<file path="src/rtl/store_seq_ctrl_pkg.sv">
// Shared store opcode encodings, controller state encoding and the per-op base byte mask.
package store_seq_ctrl_pkg;

  localparam int STORE_OP_WIDTH = 2;

  localparam logic [STORE_OP_WIDTH-1:0] STORE_OP_SB = 2'b00;
  localparam logic [STORE_OP_WIDTH-1:0] STORE_OP_SH = 2'b01;
  localparam logic [STORE_OP_WIDTH-1:0] STORE_OP_SW = 2'b10;

  typedef enum logic [1:0] {
    IDLE = 2'd0,
    WR0  = 2'd1,
    WR1  = 2'd2
  } state_t;

  // Unknown opcodes map to an empty mask, which marks them as no-ops.
  function automatic logic [3:0] storeBaseMask(input logic [STORE_OP_WIDTH-1:0] op);
    case (op)
      STORE_OP_SB: storeBaseMask = 4'b0001;
      STORE_OP_SH: storeBaseMask = 4'b0011;
      STORE_OP_SW: storeBaseMask = 4'b1111;
      default:     storeBaseMask = 4'b0000;
    endcase
  endfunction

endpackage

</file>
<file path="src/rtl/store_seq_ctrl_lane_shift.sv">
// store_lane_shift: positions store data and byte mask into a two-word (64-bit) lane view.
module store_lane_shift
  import store_seq_ctrl_pkg::*;
(
  input  logic [STORE_OP_WIDTH-1:0] i_op,
  input  logic [1:0]                i_offset,
  input  logic [31:0]               i_data,
  output logic [63:0]               o_wideData,
  output logic [7:0]                o_wideMask,
  output logic                      o_split
);

  logic [63:0] w_shiftedData;
  logic [63:0] w_byteEnable;

  assign o_wideMask    = {4'b0000, storeBaseMask(i_op)} << i_offset;
  assign w_shiftedData = {32'b0, i_data} << {i_offset, 3'b000};
  assign o_split       = |o_wideMask[7:4];

  // Bytes of req_data above the store width must not leak onto disabled lanes.
  always_comb begin
    w_byteEnable = '0;
    for (int i = 0; i < 8; i++) begin
      w_byteEnable[i*8 +: 8] = {8{o_wideMask[i]}};
    end
  end

  assign o_wideData = w_shiftedData & w_byteEnable;

endmodule

</file>
<file path="src/rtl/store_seq_ctrl.sv">
// Store sequencer: turns SB/SH/SW requests into word-bus writes with a done pulse.
// Build option STORE_MISALIGN_SPLIT_EN: split word-crossing stores into two writes; otherwise fault.
module store_seq_ctrl
  import store_seq_ctrl_pkg::*;
#(
  parameter int ADDR_WIDTH = 32
) (
  input  logic                      clk,
  input  logic                      rst,
  input  logic                      req_valid,
  output logic                      req_ready,
  input  logic [ADDR_WIDTH-1:0]     req_addr,
  input  logic [STORE_OP_WIDTH-1:0] req_op,
  input  logic [31:0]               req_data,
  output logic                      mem_valid,
  input  logic                      mem_ready,
  output logic [ADDR_WIDTH-1:0]     mem_addr,
  output logic [31:0]               mem_wdata,
  output logic [3:0]                mem_wmask,
  output logic                      done,
  output logic                      fault
);

  state_t r_state;
  state_t w_nextState;

  logic [63:0]           w_wideData;
  logic [7:0]            w_wideMask;
  logic                  w_split;
  logic                  w_validOp;
  logic                  w_reject;
  logic                  w_accept;
  logic                  w_handshake;
  logic                  w_lastBeat;

  logic                  r_memValid;
  logic [ADDR_WIDTH-1:0] r_memAddr;
  logic [31:0]           r_memWdata;
  logic [3:0]            r_memWmask;
  logic                  r_done;
  logic                  r_fault;

  store_lane_shift u_laneShift (
    .i_op       (req_op),
    .i_offset   (req_addr[1:0]),
    .i_data     (req_data),
    .o_wideData (w_wideData),
    .o_wideMask (w_wideMask),
    .o_split    (w_split)
  );

  assign w_validOp   = |w_wideMask;
  assign w_handshake = r_memValid && mem_ready;

`ifdef STORE_MISALIGN_SPLIT_EN
  logic [31:0] r_hiData;
  logic [3:0]  r_hiMask;
  logic        r_split;

  assign w_reject   = 1'b0;
  assign w_lastBeat = !((r_state == WR0) && r_split);
`else
  logic w_unusedHi;

  assign w_reject   = w_split;
  assign w_lastBeat = 1'b1;
  assign w_unusedHi = ^{w_wideData[63:32], w_wideMask[7:4]};
`endif

  // Next-state logic; no-ops and rejected requests are consumed without leaving IDLE.
  always_comb begin
    w_nextState = r_state;
    w_accept    = 1'b0;
    case (r_state)
      IDLE: begin
        if (req_valid) begin
          w_accept = 1'b1;
          if (w_validOp && !w_reject) begin
            w_nextState = WR0;
          end
        end
      end
      WR0: begin
        if (w_handshake) begin
          w_nextState = w_lastBeat ? IDLE : WR1;
        end
      end
`ifdef STORE_MISALIGN_SPLIT_EN
      WR1: begin
        if (w_handshake) begin
          w_nextState = IDLE;
        end
      end
`endif
      default: w_nextState = IDLE;
    endcase
  end

  always_ff @(posedge clk or posedge rst) begin
    if (rst) begin
      r_state    <= IDLE;
      r_memValid <= 1'b0;
      r_memAddr  <= '0;
      r_memWdata <= '0;
      r_memWmask <= '0;
      r_done     <= 1'b0;
      r_fault    <= 1'b0;
`ifdef STORE_MISALIGN_SPLIT_EN
      r_hiData   <= '0;
      r_hiMask   <= '0;
      r_split    <= 1'b0;
`endif
    end else begin
      r_state <= w_nextState;
      r_done  <= 1'b0;
      r_fault <= 1'b0;
      if (w_accept) begin
        if (!w_validOp) begin
          r_done <= 1'b1;
        end else if (w_reject) begin
          r_fault <= 1'b1;
        end else begin
          r_memValid <= 1'b1;
          r_memAddr  <= {req_addr[ADDR_WIDTH-1:2], 2'b00};
          r_memWdata <= w_wideData[31:0];
          r_memWmask <= w_wideMask[3:0];
`ifdef STORE_MISALIGN_SPLIT_EN
          r_hiData   <= w_wideData[63:32];
          r_hiMask   <= w_wideMask[7:4];
          r_split    <= w_split;
`endif
        end
      end else if (w_handshake && w_lastBeat) begin
        r_memValid <= 1'b0;
        r_memAddr  <= '0;
        r_memWdata <= '0;
        r_memWmask <= '0;
        r_done     <= 1'b1;
      end
`ifdef STORE_MISALIGN_SPLIT_EN
      // Second beat follows immediately; address wraps naturally at the top of memory.
      else if (w_handshake) begin
        r_memAddr  <= r_memAddr + ADDR_WIDTH'(4);
        r_memWdata <= r_hiData;
        r_memWmask <= r_hiMask;
      end
`endif
    end
  end

  assign req_ready = (r_state == IDLE);
  assign mem_valid = r_memValid;
  assign mem_addr  = r_memAddr;
  assign mem_wdata = r_memWdata;
  assign mem_wmask = r_memWmask;
  assign done      = r_done;
  assign fault     = r_fault;

endmodule

</file>
<file path="config.mk">
export PLATFORM = sky130hd
export DESIGN_NAME = store_seq_ctrl
export DESIGN_NICKNAME = d
export VERILOG_FILES = /design/src/rtl/store_seq_ctrl_pkg.sv /design/src/rtl/store_seq_ctrl_lane_shift.sv /design/src/rtl/store_seq_ctrl.sv
export SDC_FILE = /design/constraint.sdc
export NUM_CORES = 1
export LEC_CHECK = 0
export ABC_AREA = 1
export CAP_MARGIN = 20
export CORE_MARGIN = 2
export CORE_UTILIZATION = 44
export CTS_CLUSTER_DIAMETER = 100
export DETAILED_ROUTE_END_ITERATION = 8
export GPL_ROUTABILITY_DRIVEN = 1
export PLACE_DENSITY = 0.78
export SETUP_SLACK_MARGIN = 0.5
export SLEW_MARGIN = 20
export SYNTH_ARGS = -nofsm -noshare
export SYNTH_HDL_FRONTEND = slang
export SYNTH_SLANG_ARGS = --single-unit
export TNS_END_PERCENT = 50
</file>
<file path="constraint.sdc">
create_clock -name clk -period 2.8 [get_ports clk]
set_input_delay 0.56 -clock clk [delete_from_list [all_inputs] [get_ports clk]]
set_output_delay 0.56 -clock clk [all_outputs]
set_load 0.02 [all_outputs]
</file>
==> flow_summary.yaml <==
finish:
  final_util_pct: 66.2
  design_area_sq_mm: 0.00544
  antenna_cells: 0
  num-nets-final: 678
  area_growth_pct: 46.3
  drive_above_1_share_pct: 8.02
critical_path:
  cp-start-kind: "primary input"
  critical_path_class: "in -> reg"
  r2r_setup_slack_ps: 1220
  cp_max_fo: 29
  cp-end-kind: "flip-flop"
  arrival_ps: 2410
  rr_startpoint: "r_state[0]"
  cp-startpoint: "req_op[0]"
  crit_required_ps: 3080
sta:
  hold_violations: 0
  clock_skew_ps: 11.7
  tns_ps: 0
  rsz0062_at_grt: "no"
  postLayoutSetupSlackWorst_ps: 667
  layout_min_cycle_time_ps: 2130
  slew_viol_final: 0
  setup_violations: 0
  relSlewSlack_pct: 50.0
  worstMarginPinSlew_ps: 748
  fmax_mhz: 469
  fin_crit_sh_pct: 76.2
floorplanning:
  num_rows: 33
  start_util_pct: 45.2
  die_w_um: 95.9
  core-area_sq_mm: 0.00822
  io_pins: 142
  dieArea_sq_mm: 0.00920
  die_h_um: 95.9
power_and_ir_drop:
  switchingPower_uw: 540
  leakage_uw: 0.00280
  p_sw_share_pct: 22.6
  p_int_uw: 1850
  share_comb_of_total_power_pct: 11.7
  power_density_mw_per_mm2: 440
  p_clk_share_pct: 46.0
  ir_worst_vdd_uv: 233
  pwr-share-seq_pct: 42.3
logic_synthesis:
  ys_async_sr_fraction_pct: 100
  syn_inst: 481
  ys_warn_count: 0
  ys_top_cells_by_area: "dfrtp_1 (47%), nand2_1 (19%), nand3_1 (15%)"
  syn_avg_cell_area_sq_um: 7.73
  synth-main-ff-cell: "dfrtp_1"
  synth_top_area_cell: "dfrtp_1"
  ys_seq_elements: 70
  netlist_area_sq_mm: 0.00372
  synth_edf_count: 0
  yosysMostFrequentCell: "nand2_1"
  yosysSeqAreaShare_pct: 47.1
  synth_common_cells: "nand2_1 (191), nand3_1 (115), dfrtp_1 (70)"
  ys_types: 25
  synth_top_area_share_pct: 47.1
placement:
  dp_hpwl_mm: 7.59
  place_area_sq_mm: 0.00517
  portBuffers: 139
  gp_congestion: 0.922
  place_ws_ps: 317
global_routing:
  grtUsageTotal_pct: 23.4
  grt.busiest_layer: "met2"
  grt_pass1_wl_mm: 16.6
  grt_overflow: 0
  use_met2_pct: 35.7
  grt_max_degree: 61
  grtUsageMet1_pct: 32.2
  grt_pass1_vias: 3390
  antenna_found_initial: 0
  met3_usage_pct: 5.17
min_path:
  min_path_type: "reg -> reg"
  hp-start: "mem_addr[21]"
run_status:
  status: "complete, no violations"
cts:
  cts-resized-gates: 0
  cts_buffers: 9
  cts_sinks: 70
  insertion_delay_ps: 350
  cts_buffer_depth: 2
  clkTransAtPathRegs_ps: 70
  ctsHoldBuffers: 0
  root_buffer: "clkbuf_8"
  cts_tree: "done"
  post-cts-setup-buffers: 0
  htree_levels: 3
detailed_routing:
  ant_nets: 0
  drt_first_pass_iters: 9
  wirelength_mm: 10.6
  drc: 0
  drt_iter0_drc: 223
  via_count: 3784
  vias_per_cell: 5.28
  wl_per_cell_um: 14.9
run:
  drv_cap: 0
-- per-stage QoR --
step                hold WS [ps]  power, uW  cells
detailed placement           486       1310    700
CTS                          503       2410    716
global placement             479       1300    700
floorplan                    586       1170    482
global route                 528       2480    716
finish                       497       2390    716
-- flip-flops by register name (all words and copies together) (netlist names) --
| name | flops |
|---|---|
| mem_addr | 30 |
| fault | 1 |
| mem_wdata | 32 |
| mem_valid | 1 |
| mem_wmask | 4 |
| done | 1 |
| r_state | 1 |
-- placed cells by master (no fill, tap or decap), types with 4 or more instances in the layout --
cell / netlist / routed
buf_4: 7 / 6
nor2_1: 8 / 8
inv_1: 12 / 11
clkdlybuf4s50_1: 0 / 139
bufinv_16: 0 / 4
dfrtp_1: 70 / 70
nand2_1: 191 / 191
clkbuf_8: 0 / 10
buf_12: 0 / 5
nand3_1: 115 / 115
nand4_1: 16 / 16
nand3_2: 11 / 11
-- cell type report --
class,instances,area [sq um]
multi-input cells,360,1690
fillers,690,2780
inverters,15,60.1
clock inverters,5,129
clock buffers,11,141
flip-flops and latches,70,1750
well taps,105,131
repair buffers,150,1540
-- critical path, cell delays in order --
cell	delay [ps]
clkdlybuf4s50_1	490
inv_1	50
ha_1	270
inv_1	60
nand2_1	80
nand2_1	130
a21oi_4	210
buf_4	340
nand3_1	130
nand2_1	90
-- cell families (layout without fill, tap and decap cells) --
group,Yosys count,after routing,share of synthesized area (%)
flops,70,70,47.1
buf+inv,52,181,7.57
fa+ha+maj,2,2,0.673
simple gates,347,347,42.9
other cells,1,2,0.101
compound gates,9,9,1.62
-- final timing paths --
| check | end | depth (start not counted) |
|---|---|---|
| setup / recovery | mem_addr[27] | 10 |
| hold / removal | mem_addr[21] | 2 |
| setup reg to reg | mem_wmask[1] | 8 |
| max in group asynchronous | mem_wdata[31] | 3 |
| min in group asynchronous | mem_addr[15] | 2 |
| hold reg to reg | mem_addr[21] | 2 |
-- power groups by stage --
stage	combinational, uW	sequential [uW]	clock (uW)
global route	306	1010	1160
finish	280	1010	1100
global placement	274	1030	0
floorplan	139	1030	0
detailed placement	278	1030	0
CTS	279	1010	1120
-- layer usage --
metal	share of wire (%)	vias to the layer above
li1	-	1826
met1	43	1774
met2	47	162
met3	7.6	22
met4	2.3	0
met5	0	-
Power figures use the tool's default switching activity.
